### src/rtl/pp_link_pkg.sv
// pp_link_pkg: shared FSM encoding and default constants for the Pi parallel-port link.
package pp_link_pkg;

  localparam int unsigned DATA_W      = 8;
  localparam int unsigned SETTLE_DEF  = 2;
  localparam int unsigned TIMEOUT_DEF = 65535;
  localparam logic [DATA_W-1:0] FILL_DEF = 8'h00;

  typedef enum logic [2:0] {
    ST_IDLE      = 3'd0,
    ST_RX_ACK    = 3'd1,
    ST_TX_WAIT   = 3'd2,
    ST_TX_SETTLE = 3'd3,
    ST_TX_ACK    = 3'd4
  } state_t;

endpackage

### src/rtl/pp_sync.sv
// pp_sync: W-bit two-flop synchroniser for asynchronous pin inputs, with a reset value.
module pp_sync #(
  parameter int unsigned   W       = 1,
  parameter logic [W-1:0]  RST_VAL = '0
) (
  input  logic         i_clk,
  input  logic         i_reset_n,
  input  logic [W-1:0] i_d,
  output logic [W-1:0] o_q
);

  logic [W-1:0] s1_q;
  logic [W-1:0] s2_q;

  // Two-stage capture of the asynchronous input.
  always_ff @(posedge i_clk) begin
    if (!i_reset_n) begin
      s1_q <= RST_VAL;
      s2_q <= RST_VAL;
    end else begin
      s1_q <= i_d;
      s2_q <= s1_q;
    end
  end

  assign o_q = s2_q;

endmodule

### src/rtl/pp_link.sv
// pp_link: handshaken byte link between the Raspberry Pi parallel port and the fabric.
// Optional read-request timeout is built when the macro PP_TIMEOUT_EN is defined.
module pp_link
  import pp_link_pkg::*;
#(
  parameter int unsigned        SETTLE_CYCLES  = SETTLE_DEF,
  parameter int unsigned        TIMEOUT_CYCLES = TIMEOUT_DEF,
  parameter logic [DATA_W-1:0]  FILL_BYTE      = FILL_DEF
) (
  input  logic              i_clk,
  input  logic              i_reset_n,
  output logic              o_rx_stb,
  output logic [DATA_W-1:0] o_rx_data,
  input  logic              i_tx_stb,
  input  logic [DATA_W-1:0] i_tx_data,
  output logic              o_tx_busy,
  input  logic              i_pp_dir,
  input  logic              i_pp_clk,
  input  logic [DATA_W-1:0] i_pp_data,
  output logic [DATA_W-1:0] o_pp_data,
  output logic              o_pp_oe,
  output logic              o_pp_clkfb
);

  localparam int unsigned CNT_W = (SETTLE_CYCLES > 1) ? $clog2(SETTLE_CYCLES) : 1;

  logic              clk_s, dir_s, clk_d_q, rise, abort, load, pop;
  logic [DATA_W-1:0] data_s;
  state_t            state_q, state_d;
  logic              req_dir_q, req_dir_d;
  logic [CNT_W-1:0]  cnt_q, cnt_d;
  logic              rx_stb_q, rx_stb_d, clkfb_q, clkfb_d;
  logic [DATA_W-1:0] rx_data_q, rx_data_d, pp_data_q, pp_data_d;
  logic [DATA_W-1:0] hold_q, hold_d;
  logic              full_q, full_d;
  logic              settle_done_c, tmo_done_c;

  pp_sync #(.W(1), .RST_VAL(1'b0)) u_sync_clk (
    .i_clk(i_clk), .i_reset_n(i_reset_n), .i_d(i_pp_clk), .o_q(clk_s));
  pp_sync #(.W(1), .RST_VAL(1'b1)) u_sync_dir (
    .i_clk(i_clk), .i_reset_n(i_reset_n), .i_d(i_pp_dir), .o_q(dir_s));
  pp_sync #(.W(DATA_W), .RST_VAL('0)) u_sync_data (
    .i_clk(i_clk), .i_reset_n(i_reset_n), .i_d(i_pp_data), .o_q(data_s));

  assign rise          = clk_s & ~clk_d_q;
  assign abort         = (state_q != ST_IDLE) && (dir_s != req_dir_q);
  assign load          = i_tx_stb && !full_q;
  assign settle_done_c = (cnt_q == CNT_W'(SETTLE_CYCLES - 1));

`ifdef PP_TIMEOUT_EN
  localparam int unsigned TMO_W = (TIMEOUT_CYCLES > 1) ? $clog2(TIMEOUT_CYCLES) : 1;
  logic [TMO_W-1:0] tmo_q, tmo_d;
  assign tmo_done_c = (tmo_q == TMO_W'(TIMEOUT_CYCLES - 1));
`else
  logic unused_cfg_c;
  assign tmo_done_c   = 1'b0;
  assign unused_cfg_c = ^{FILL_BYTE, TIMEOUT_CYCLES[0]};
`endif

  // State register.
  always_ff @(posedge i_clk) begin
    if (!i_reset_n) state_q <= ST_IDLE;
    else            state_q <= state_d;
  end

  // Next-state logic; a direction change mid-handshake aborts back to IDLE.
  always_comb begin
    state_d = state_q;
    if (abort) begin
      state_d = ST_IDLE;
    end else begin
      case (state_q)
        ST_IDLE:      if (rise) state_d = dir_s ? ST_RX_ACK : ST_TX_WAIT;
        ST_RX_ACK:    if (!clk_s) state_d = ST_IDLE;
        ST_TX_WAIT:   if (full_q || tmo_done_c) state_d = ST_TX_SETTLE;
        ST_TX_SETTLE: if (settle_done_c) state_d = ST_TX_ACK;
        ST_TX_ACK:    if (!clk_s) state_d = ST_IDLE;
        default:      state_d = ST_IDLE;
      endcase
    end
  end

  // Datapath next values: strobes, acknowledge, pin data and holding register.
  always_comb begin
    rx_stb_d  = 1'b0;
    rx_data_d = rx_data_q;
    clkfb_d   = clkfb_q;
    pp_data_d = pp_data_q;
    req_dir_d = req_dir_q;
    cnt_d     = cnt_q;
    pop       = 1'b0;
`ifdef PP_TIMEOUT_EN
    tmo_d     = tmo_q;
`endif
    if (abort) begin
      clkfb_d = 1'b0;
    end else begin
      case (state_q)
        ST_IDLE: begin
          if (rise) begin
            req_dir_d = dir_s;
`ifdef PP_TIMEOUT_EN
            tmo_d     = '0;
`endif
            if (dir_s) begin
              rx_data_d = data_s;
              rx_stb_d  = 1'b1;
              clkfb_d   = 1'b1;
            end
          end
        end
        ST_RX_ACK, ST_TX_ACK: if (!clk_s) clkfb_d = 1'b0;
        ST_TX_WAIT: begin
          if (full_q) begin
            pp_data_d = hold_q;
            pop       = 1'b1;
            cnt_d     = '0;
          end else if (tmo_done_c) begin
`ifdef PP_TIMEOUT_EN
            pp_data_d = FILL_BYTE;
`endif
            cnt_d     = '0;
          end
`ifdef PP_TIMEOUT_EN
          tmo_d = tmo_q + TMO_W'(1);
`endif
        end
        ST_TX_SETTLE: begin
          cnt_d = cnt_q + CNT_W'(1);
          if (settle_done_c) clkfb_d = 1'b1;
        end
        default: ;
      endcase
    end
    // A pop only happens while full, so it never coincides with a load.
    full_d = pop ? 1'b0 : (load ? 1'b1 : full_q);
    hold_d = load ? i_tx_data : hold_q;
  end

  // Datapath registers.
  always_ff @(posedge i_clk) begin
    if (!i_reset_n) begin
      clk_d_q   <= 1'b0;
      rx_stb_q  <= 1'b0;
      rx_data_q <= '0;
      clkfb_q   <= 1'b0;
      pp_data_q <= '0;
      req_dir_q <= 1'b1;
      cnt_q     <= '0;
      hold_q    <= '0;
      full_q    <= 1'b0;
    end else begin
      clk_d_q   <= clk_s;
      rx_stb_q  <= rx_stb_d;
      rx_data_q <= rx_data_d;
      clkfb_q   <= clkfb_d;
      pp_data_q <= pp_data_d;
      req_dir_q <= req_dir_d;
      cnt_q     <= cnt_d;
      hold_q    <= hold_d;
      full_q    <= full_d;
    end
  end

`ifdef PP_TIMEOUT_EN
  // Read-request wait counter.
  always_ff @(posedge i_clk) begin
    if (!i_reset_n) tmo_q <= '0;
    else            tmo_q <= tmo_d;
  end
`endif

  assign o_rx_stb   = rx_stb_q;
  assign o_rx_data  = rx_data_q;
  assign o_tx_busy  = full_q;
  assign o_pp_data  = pp_data_q;
  assign o_pp_oe    = ~dir_s;
  assign o_pp_clkfb = clkfb_q;

endmodule
### config.mk
export PLATFORM = sky130hd
export DESIGN_NAME = pp_link
export DESIGN_NICKNAME = d
export VERILOG_FILES = /design/src/rtl/pp_link_pkg.sv /design/src/rtl/pp_sync.sv /design/src/rtl/pp_link.sv
export SDC_FILE = /design/constraint.sdc
export NUM_CORES = 1
export LEC_CHECK = 0
export CAP_MARGIN = 20
export CORE_UTILIZATION = 53
export CTS_CLUSTER_DIAMETER = 40
export DETAILED_ROUTE_END_ITERATION = 7
export PLACE_DENSITY = 0.82
export SLEW_MARGIN = 5
export SYNTH_ARGS = -nofsm -noshare
export SYNTH_HDL_FRONTEND = slang
export SYNTH_HIERARCHICAL = 1
export SYNTH_SLANG_ARGS = --single-unit
### constraint.sdc
create_clock -name i_clk -period 2.3 [get_ports i_clk]
set_clock_uncertainty 0.1 [all_clocks]
set_input_delay 0.46 -clock i_clk [delete_from_list [all_inputs] [get_ports i_clk]]
set_output_delay 0.46 -clock i_clk [all_outputs]
set_load 0.005 [all_outputs]
Yosys cells after proc, flatten, opt, wreduce, memory -nomap -nowiden
Cells that the tools add are included.
- bitwise logic cells: 7
- reductions and logical operators: 17
- add/subtract/negate cells: 1
- muxes and demuxes: 17
- equal/unequal tests: 10
- operator list (kind ; count):
    two-way mux 3 bit ; 4
    one-hot mux 3 bit (4 select lines) ; 1
    two-way mux 1 bit ; 9
    AND reduction 3 bit ; 3
    != test 2 bit (second input constant) ; 4
    AND reduction 4 bit ; 2
    == test 3 x 2 -> 1 bit (second input constant) ; 2
    inverter 1 bit ; 6
    nonzero test 3 bit ; 2
    OR reduction 2 bit ; 3
    AND reduction 5 bit ; 1
    OR reduction 4 bit ; 1
    == test 3 x 1 -> 1 bit (second input constant) ; 1
    == test 3 bit (second input constant) ; 1
    zero test 3 bit ; 1
    one-hot mux 1 bit (3 select lines) ; 1
    logical AND 1 bit ; 2
    two-way mux 2 bit ; 1
    != test 2 x 1 -> 1 bit (second input constant) ; 1
    one-hot mux 1 bit (2 select lines) ; 1
    nonzero test 2 bit ; 1
    adder 1 bit (second input constant) ; 1
    AND 1 bit ; 1
    zero test 1 bit ; 1
    != test 1 bit ; 1
- register bits: 53
- logic and storage cells: 68

Longest topological paths before layout
Gate-level depths: netlist (run 1).
- word-level depth: 4
- gate-level depth with buffers: 6
- gate-level depth less buffers: 4

Modules after synthesis
The synthesis (run 1) kept the hierarchy.
- by module, submodules not included (module ; cells each ; times used ; area an instance (um^2)):
    pp_link ; 138 ; 1 ; 1418.9
    pp_sync (u_sync_data) ; 33 ; 1 ; 446.7
    pp_sync (u_sync_clk ...) ; 4 ; 2 ; 52.6

Least setup slack after synthesis (run 1)
OpenSTA, ideal clock, no wires.
- kind: register to register
- start point: reg state_q[2]
- end point: reg clkfb_q, in the netlist o_pp_clkfb
- data arrival time: 1189 ps
- period minus slack after synthesis: 1433 ps
- library setup time: 144 ps
- data required time: 2056 ps
- cell stages (with the launch flop): 5
- path slack: 867 ps
- cell sequence: dfxtp_1 -> buf_6 -> or4_4 -> a31oi_1 -> a2111oi_2
- cells in the longest elaborated chain, start to end: 4
- ends and longest elaborated chain (what ; line ; source):
    start: declaration ; pp_link.sv:29 ; state_t state_q, state_d;
    start signal: assignment ; pp_link.sv:63 ; else state_q <= state_d;
    == test 3 x 1 -> 1 bit / == test 3 bit (equally long branches) ; pp_link.sv:98 ; case (state_q)
    OR reduction 2 bit (no source line) ; - ;
    != test 2 bit (no source line) / nonzero test 3 bit (equally long branches) ; - ;
    AND reduction 5 bit (no source line) ; - ;
    end signal: assignment ; pp_link.sv:156 ; clkfb_q <= clkfb_d;
    end: declaration ; pp_link.sv:32 ; logic rx_stb_q, rx_stb_d, clkfb_q, clkfb_d;
Several ways; a longest one is shown, not always the timed one.
A chain may end at the register's enable or synchronous reset.

Worst setup path in the final report (run 1)
- start point: reg u_sync_dir.s2_q, in the netlist u_sync_dir/o_q
- end point: out o_pp_oe
- cells in the longest elaborated chain, start to end: 1
- ends and longest elaborated chain (what ; line ; source):
    start: declaration ; pp_sync.sv:13 ; logic [W-1:0] s2_q;
    start signal: assignment ; pp_sync.sv:22 ; s2_q <= s1_q;
    inverter 1 bit ; pp_link.sv:177 ; assign o_pp_oe = ~dir_s;
    end: declaration ; pp_link.sv:21 ; output logic o_pp_oe,
No other way between the ends.

==> results.md, run 1 <==
* Critical Path Sink Type: output port
* Total CTS buffers at 5
* Final WS setup at 0.425 ns
* R2R Path End: o_rx_data[1]
* Static Leak at 0.979 nW
* Tightest Pin Transition at 0.597 ns
* Total grt overflow at 0
* DRC errors left at 0
* Horiz. Die Dim at 63.0 um
* Crit path DAT at about 1.3 ns
* Critical Path RT at 1.74 ns
* Hold EP: u_sync_dir/o_q
* FP Rows at 21
* Buffers on Ports at 40
* Vias in the first global route at between 1000 and 1500
* Initial Util at a little under three fifths
* Top_reg_cell synth: dfxtp_1
* Max-cap viol count at 0
* Status: complete, no violations
* Synth area leader: dfxtp_1
* Post-Route Setup TNS at 0 ns
* Reg-to-Reg Start: state_q[1]
* Pre-antenna DRT Iters at 4
* Clk pin slew, worst setup/hold paths at 0.09 ns
* CTS H-tree depth at 2
* Largest net degree at the start of global routing at 49
* Commonest cells after routing, fill and taps aside: 53 x dfxtp_1, 40 x clkdlybuf4s50_1, 29 x nor2b_1, 24 x mux2i_1, 12 x and2_2
* Root Buffer: clkbuf_8
* IO Pins at 41
* Fin area at 2470 um^2
* Sequential fraction of the synthesis area at 53.8%
* Synth area leaders: dfxtp_1 54%, mux2i_1 12%, nor2b_1 9.2%, and2_2 4.6%, buf_6 2.3%
* Clk sinks at 53
* Register bit total from synthesis at 53
* Core Area at between 3000 and 4000 um^2
* Final setup fails at 0
* PD cells at about 650 nW/um^2
* Vias per inst at 4.89
* WS Path Type: register to output port
* Final nets at 240
* Critical hold path startpoint: u_sync_dir/s1_q
* ANT cells at 0
* Hold WS at around 0.32 ns
* Post-synth EDFFs at 0
* Endpoints failing hold at 0
* Async set-reset flop share out of synthesis at 0%
* Post-DR wirelength/cell at 12.6 um
* Commonest non-fill, non-tap cell in the layout: dfxtp_1
* HP Class: register to register
* Routability cong. at 0.836
* DP Area at roughly 2400 um^2
* RSZ-0062 raised after global routing: no
* Final slew viol count at 0
* Setup Fix Bufs, Post-CTS at 0
* DP Worst Slack at 0.511 ns
* Die area at roughly 4000 um^2
* DIE HEIGHT at 63.0 um
* Minimum clock period at about 1.9 ns
* Post-CTS sizing at 0
* Syn Area/Cell at 11.0 um^2
* Post-Syn Nets at 200
* Total track usage at 18.8%
* Synth top area share at between 50 and 60%
* Peak VDD IR at 0.000462 V
* Antenna viol nets, final at 0
* Share of cells above drive strength 1 at about 13%
* Total number of vias at 1300
* FMAX at around 530 MHz
* Worst rel slew slack at 59.8%
* P&R area growth vs syn at 25.1%
* Hpwl dp at 2290 um
* Cell count after synthesis at 179
* CP startpoint kind: register
* Hold-critical path depth at 1
* Global-route wire length before repair at 5730 um
* Critical Path Fanout Max at 4
* CTS tree: built
* Mapped Area at 1970 um^2
* Yosys warnings at 6
* Initial antenna violation count at 0
* DRT iter0 DRCs at 49
* Drt total wl at 3350 um
* Clock buffer depth at 2
* Worst R2R Setup Slack at slightly below 0.5 ns
* Worst-Skew Late Latency at roughly 0.30 ns
* Post-synthesis cell type count at 31
* Tcrit/Tclk final at roughly 82%
* Worst Reg-to-Reg Cells at 4
* Hold-fix buffers, CTS at 0
## metrics by stage
stage / instances / util (%) / power, mW
floorplan: 179 / - / 1.06
global placement: 258 / 69.0 / 1.12
detailed placement: 258 / 69.0 / 1.12
CTS: 266 / 71.6 / 1.63
global route: 266 / 71.6 / 1.68
finish: 266 / 71.6 / 1.61
## state kept, by name (all words and copies together), names as in the netlist
| name | flops |
|---|---|
| clk_d_q | 1 |
| cnt_q | 1 |
| hold_q | 8 |
| o_pp_clkfb | 1 |
| o_pp_data | 8 |
| o_rx_data | 8 |
| o_rx_stb | 1 |
| o_tx_busy | 1 |
| req_dir_q | 1 |
| state_q | 3 |
| u_sync_clk/o_q | 1 |
| u_sync_clk/s1_q | 1 |
| u_sync_data/o_q | 8 |
| u_sync_data/s1_q | 8 |
| u_sync_dir/o_q | 1 |
| u_sync_dir/s1_q | 1 |
## logic make-up after synthesis
kind of cell	share of synthesized area, %
flip-flops	53.8
buffers and inverters	4.25
XOR/XNOR	0.445
multiplexers	12.2
AND/OR/NAND/NOR	22.9
AO/OA/AOI/OAI	6.35
## synth_stat cells (2+ instances only)
library cell / count
dfxtp_1: 53
nand2_1: 5
buf_4: 2
o211a_1: 2
o21ai_1: 2
buf_6: 4
nor2b_1: 29
nand2b_1: 3
nor3_1: 3
nand3_1: 2
clkbuf_1: 3
mux2i_1: 24
and2_2: 12
inv_1: 2
a31oi_1: 4
nor2_1: 4
o21ai_0: 3
a21oi_1: 3
and2_1: 7
## layout make-up
class / instances / area (um^2)
repair buffers: 43 / 423
clock buffers: 5 / 68.8
well taps: 46 / 57.6
fillers: 255 / 976
inverters: 2 / 7.51
flip-flops and latches: 53 / 1060
multi-input cells: 114 / 826
clock inverters: 3 / 22.5
## layer usage
metal | GRT usage, % | share of wire, %
met1 | 21.5 | 44
met2 | 31.9 | 50
met3 | 4.93 | 4.4
met4 | 9.59 | 1.6
met5 | 0 | 0
## worst max-delay path: stages, from the launching register on
cell and delay [ns]:
dfxtp_1 0.35, inv_1 0.13, clkdlybuf4s50_1 0.54
## worst max-delay path by stage
stage	start	end	slack, ns	cells past startpoint
CTS	u_sync_dir/o_q	o_pp_oe	0.42	2
floorplan	state_q[2]	o_pp_clkfb	0.87	4
global route	state_q[1]	o_rx_data[3]	0.36	4
finish	u_sync_dir/o_q	o_pp_oe	0.43	2
global placement	i_tx_stb	hold_q[6]	0.57	5
detailed placement	state_q[1]	o_rx_data[1]	0.51	4
## report_power, final
| group | internal (mW) | leakage (nW) | switching (mW) |
|---|---|---|---|
| Sequential | 0.949 | 0.434 | 0.0184 |
| Combinational | 0.0845 | 0.498 | 0.0498 |
| Clock | 0.216 | 0.0481 | 0.291 |
| Total | 1.25 | 0.979 | 0.359 |
No activity file was read; power rests on OpenSTA's default activity.
==> run 2, diff against run 1 <==
Settings changed: CORE_UTILIZATION 53 to 45, PLACE_DENSITY 0.82 to 0.74.
Clock period 2.3 ns to 1.6 ns, I/O delays scaled along.
==> results.md, run 2 (same netlist as run 1, synthesis figures left out) <==
* ANT cells at 0 (unchanged)
* Crit path DAT at 1.13 ns (was 1.31 ns)
* Slowest stage delay, CP at 0.50 ns (was 0.54 ns)
* Clock buffer depth at 2 (unchanged)
* Status: complete, no violations (unchanged)
* Critical Path Sink Type: output port (unchanged)
* Power, Total at 2.54 mW (was 1.61 mW)
* Largest net degree at the start of global routing at 31 (was 49)
* Final slew viol count at 0 (unchanged)
* WS Path Type: register to output port (unchanged)
* Routability cong. at 0.858 (was 0.836)
* Total grt overflow at 0 (unchanged)
* Pre-antenna DRT Iters at 4 (unchanged)
* Share of cells above drive strength 1 at 22.9% (was 12.7%)
* Clk pin slew, worst setup/hold paths at 0.09 ns (about the same)
* Tightest Pin Transition at 0.630 ns (was 0.597 ns)
* CP startpoint kind: register (unchanged)
* Root Buffer: clkbuf_8 (unchanged)
* Worst rel slew slack at 57.5% (was 59.8%)
* Global-route wire length before repair at 5840 um (was 5730 um)
* Core Area at 4120 um^2 (was 3440 um^2)
* Final WS setup at 0.0486 ns (was 0.425 ns)
* HP Class: register to register (unchanged)
* Post-Route Setup TNS at 0 ns (unchanged)
* Hpwl dp at 2660 um (was 2290 um)
* Total number of vias at 1395 (was 1300)
* Die area at 4650 um^2 (was 3970 um^2)
* Endpoints failing hold at 0 (unchanged)
* Tcrit/Tclk final at 97.0%
* Final nets at 251 (was 240)
* Critical Path Fanout Max at 2 (was 4)
* Static Leak at 1.29 nW (was 0.979 nW)
* Vias in the first global route at 1341 (was 1305)
* Critical Path RT at 1.18 ns (was 1.74 ns)
* CP Buf/Inv Count at 1 (was 2)
* Initial Util at 47.9% (was 57.3%)
* Antenna viol nets, final at 0 (unchanged)
* Horiz. Die Dim at 68.2 um (was 63.0 um)
* Fillers at 327 (was 255)
* CTS H-tree depth at 2 (unchanged)
* Clk sinks at 53 (unchanged)
* Worst-Skew Late Latency at 0.30 ns (about the same)
* CTS tree: built (unchanged)
* DRC errors left at 0 (unchanged)
* Hold WS at 0.321 ns (was 0.318 ns)
* Delay-heaviest family, CP: buffers and inverters (unchanged)
* Total CTS buffers at 5 (unchanged)
* DP Worst Slack at -0.0586 ns (was 0.511 ns)
* DIE HEIGHT at 68.2 um (was 63.0 um)
* FMAX at 645 MHz
* Minimum clock period at 1.55 ns
* Commonest cells after routing, fill and taps aside: 41 x dfxtp_1, 29 x nor2b_1, 25 x clkdlybuf4s50_1, 24 x mux2i_1, 13 x buf_4 (was 53 x dfxtp_1, 40 x clkdlybuf4s50_1, 29 x nor2b_1, 24 x mux2i_1, 12 x and2_2)
* Buffers on Ports at 40 (unchanged)
* Max-cap viol count at 0 (unchanged)
* Peak VDD IR at 0.000703 V (was 0.000462 V)
* Vias per inst at 4.96 (was 4.89)
* Hold-fix buffers, CTS at 0 (unchanged)
* Commonest non-fill, non-tap cell in the layout: dfxtp_1 (unchanged)
* Final core utilization at 64.8% (was 71.6%)
* P&R area growth vs syn at 35.4% (was 25.1%)
* Critical-path top delay cell: clkdlybuf4s50_1 (unchanged)
* Drt total wl at 3740 um (was 3350 um)
* Final setup fails at 0 (unchanged)
* IO Pins at 41 (unchanged)
* DRT iter0 DRCs at 34 (was 49)
* FP Rows at 23 (was 21)
* Initial antenna violation count at 0 (unchanged)
* PD cells at 951 nW/um^2 (was 652 nW/um^2)
* Worst-path cell chain: clkdlybuf4s50_1 (was inv_1 > clkdlybuf4s50_1)
* Post-DR wirelength/cell at 13.3 um (was 12.6 um)
* Total track usage at 17.2% (was 18.8%)
run 2: path summary, 6_finish.rpt:
| kind | from | to | slack (ns) | cells after the start |
|---|---|---|---|---|
| worst max-delay path | o_rx_data[7] | o_rx_data[7] | 0.05 | 1 |
| worst min-delay path | u_sync_dir/s1_q | u_sync_dir/o_q | 0.32 | 1 |
| worst max register to register | u_sync_dir/o_q | state_q[1] | 0.05 | 4 |
| worst min register to register | u_sync_dir/s1_q | u_sync_dir/o_q | 0.32 | 1 |
run 2: repair_timing:
action	CTS	global route
endpoints found under the setup margin	5	19
setup buffers	1	0
resized for setup	9	24
run 2: report_power, final:
part | switching [mW] | internal (mW) | total, mW
Sequential | 0.0217 | 1.36 | 1.38
Combinational | 0.0881 | 0.142 | 0.230
Clock | 0.414 | 0.508 | 0.922
Total | 0.523 | 2.01 | 2.54
run 2: stage by stage:
stage,area [um^2],std cells
2_1_floorplan,1970,179
3_3_place_gp,2470,272
3_5_place_dp,2470,272
4_1_cts,2600,281
5_1_grt,2670,281
6_report,2670,281
run 2: per-layer routing:
layer | wire length (um) | GRT usage (%)
met5 | 0 | 0
met4 | 72 | 7.55
met1 | 1530 | 17.8
met3 | 218 | 5.83
met2 | 1910 | 31.0
run 2: final cells by class:
| type | instances | area, um^2 | share of cell area [%] |
|---|---|---|---|
| clock buffer | 6 | 82.6 | 3.10 |
| clock inverter | 2 | 37.5 | 1.41 |
| inverter | 2 | 7.51 | 0.281 |
| multi-input combinational | 114 | 852 | 31.9 |
| sequential | 53 | 1080 | 40.5 |
| tap | 50 | 62.6 | 2.35 |
| timing repair buffer | 54 | 544 | 20.4 |
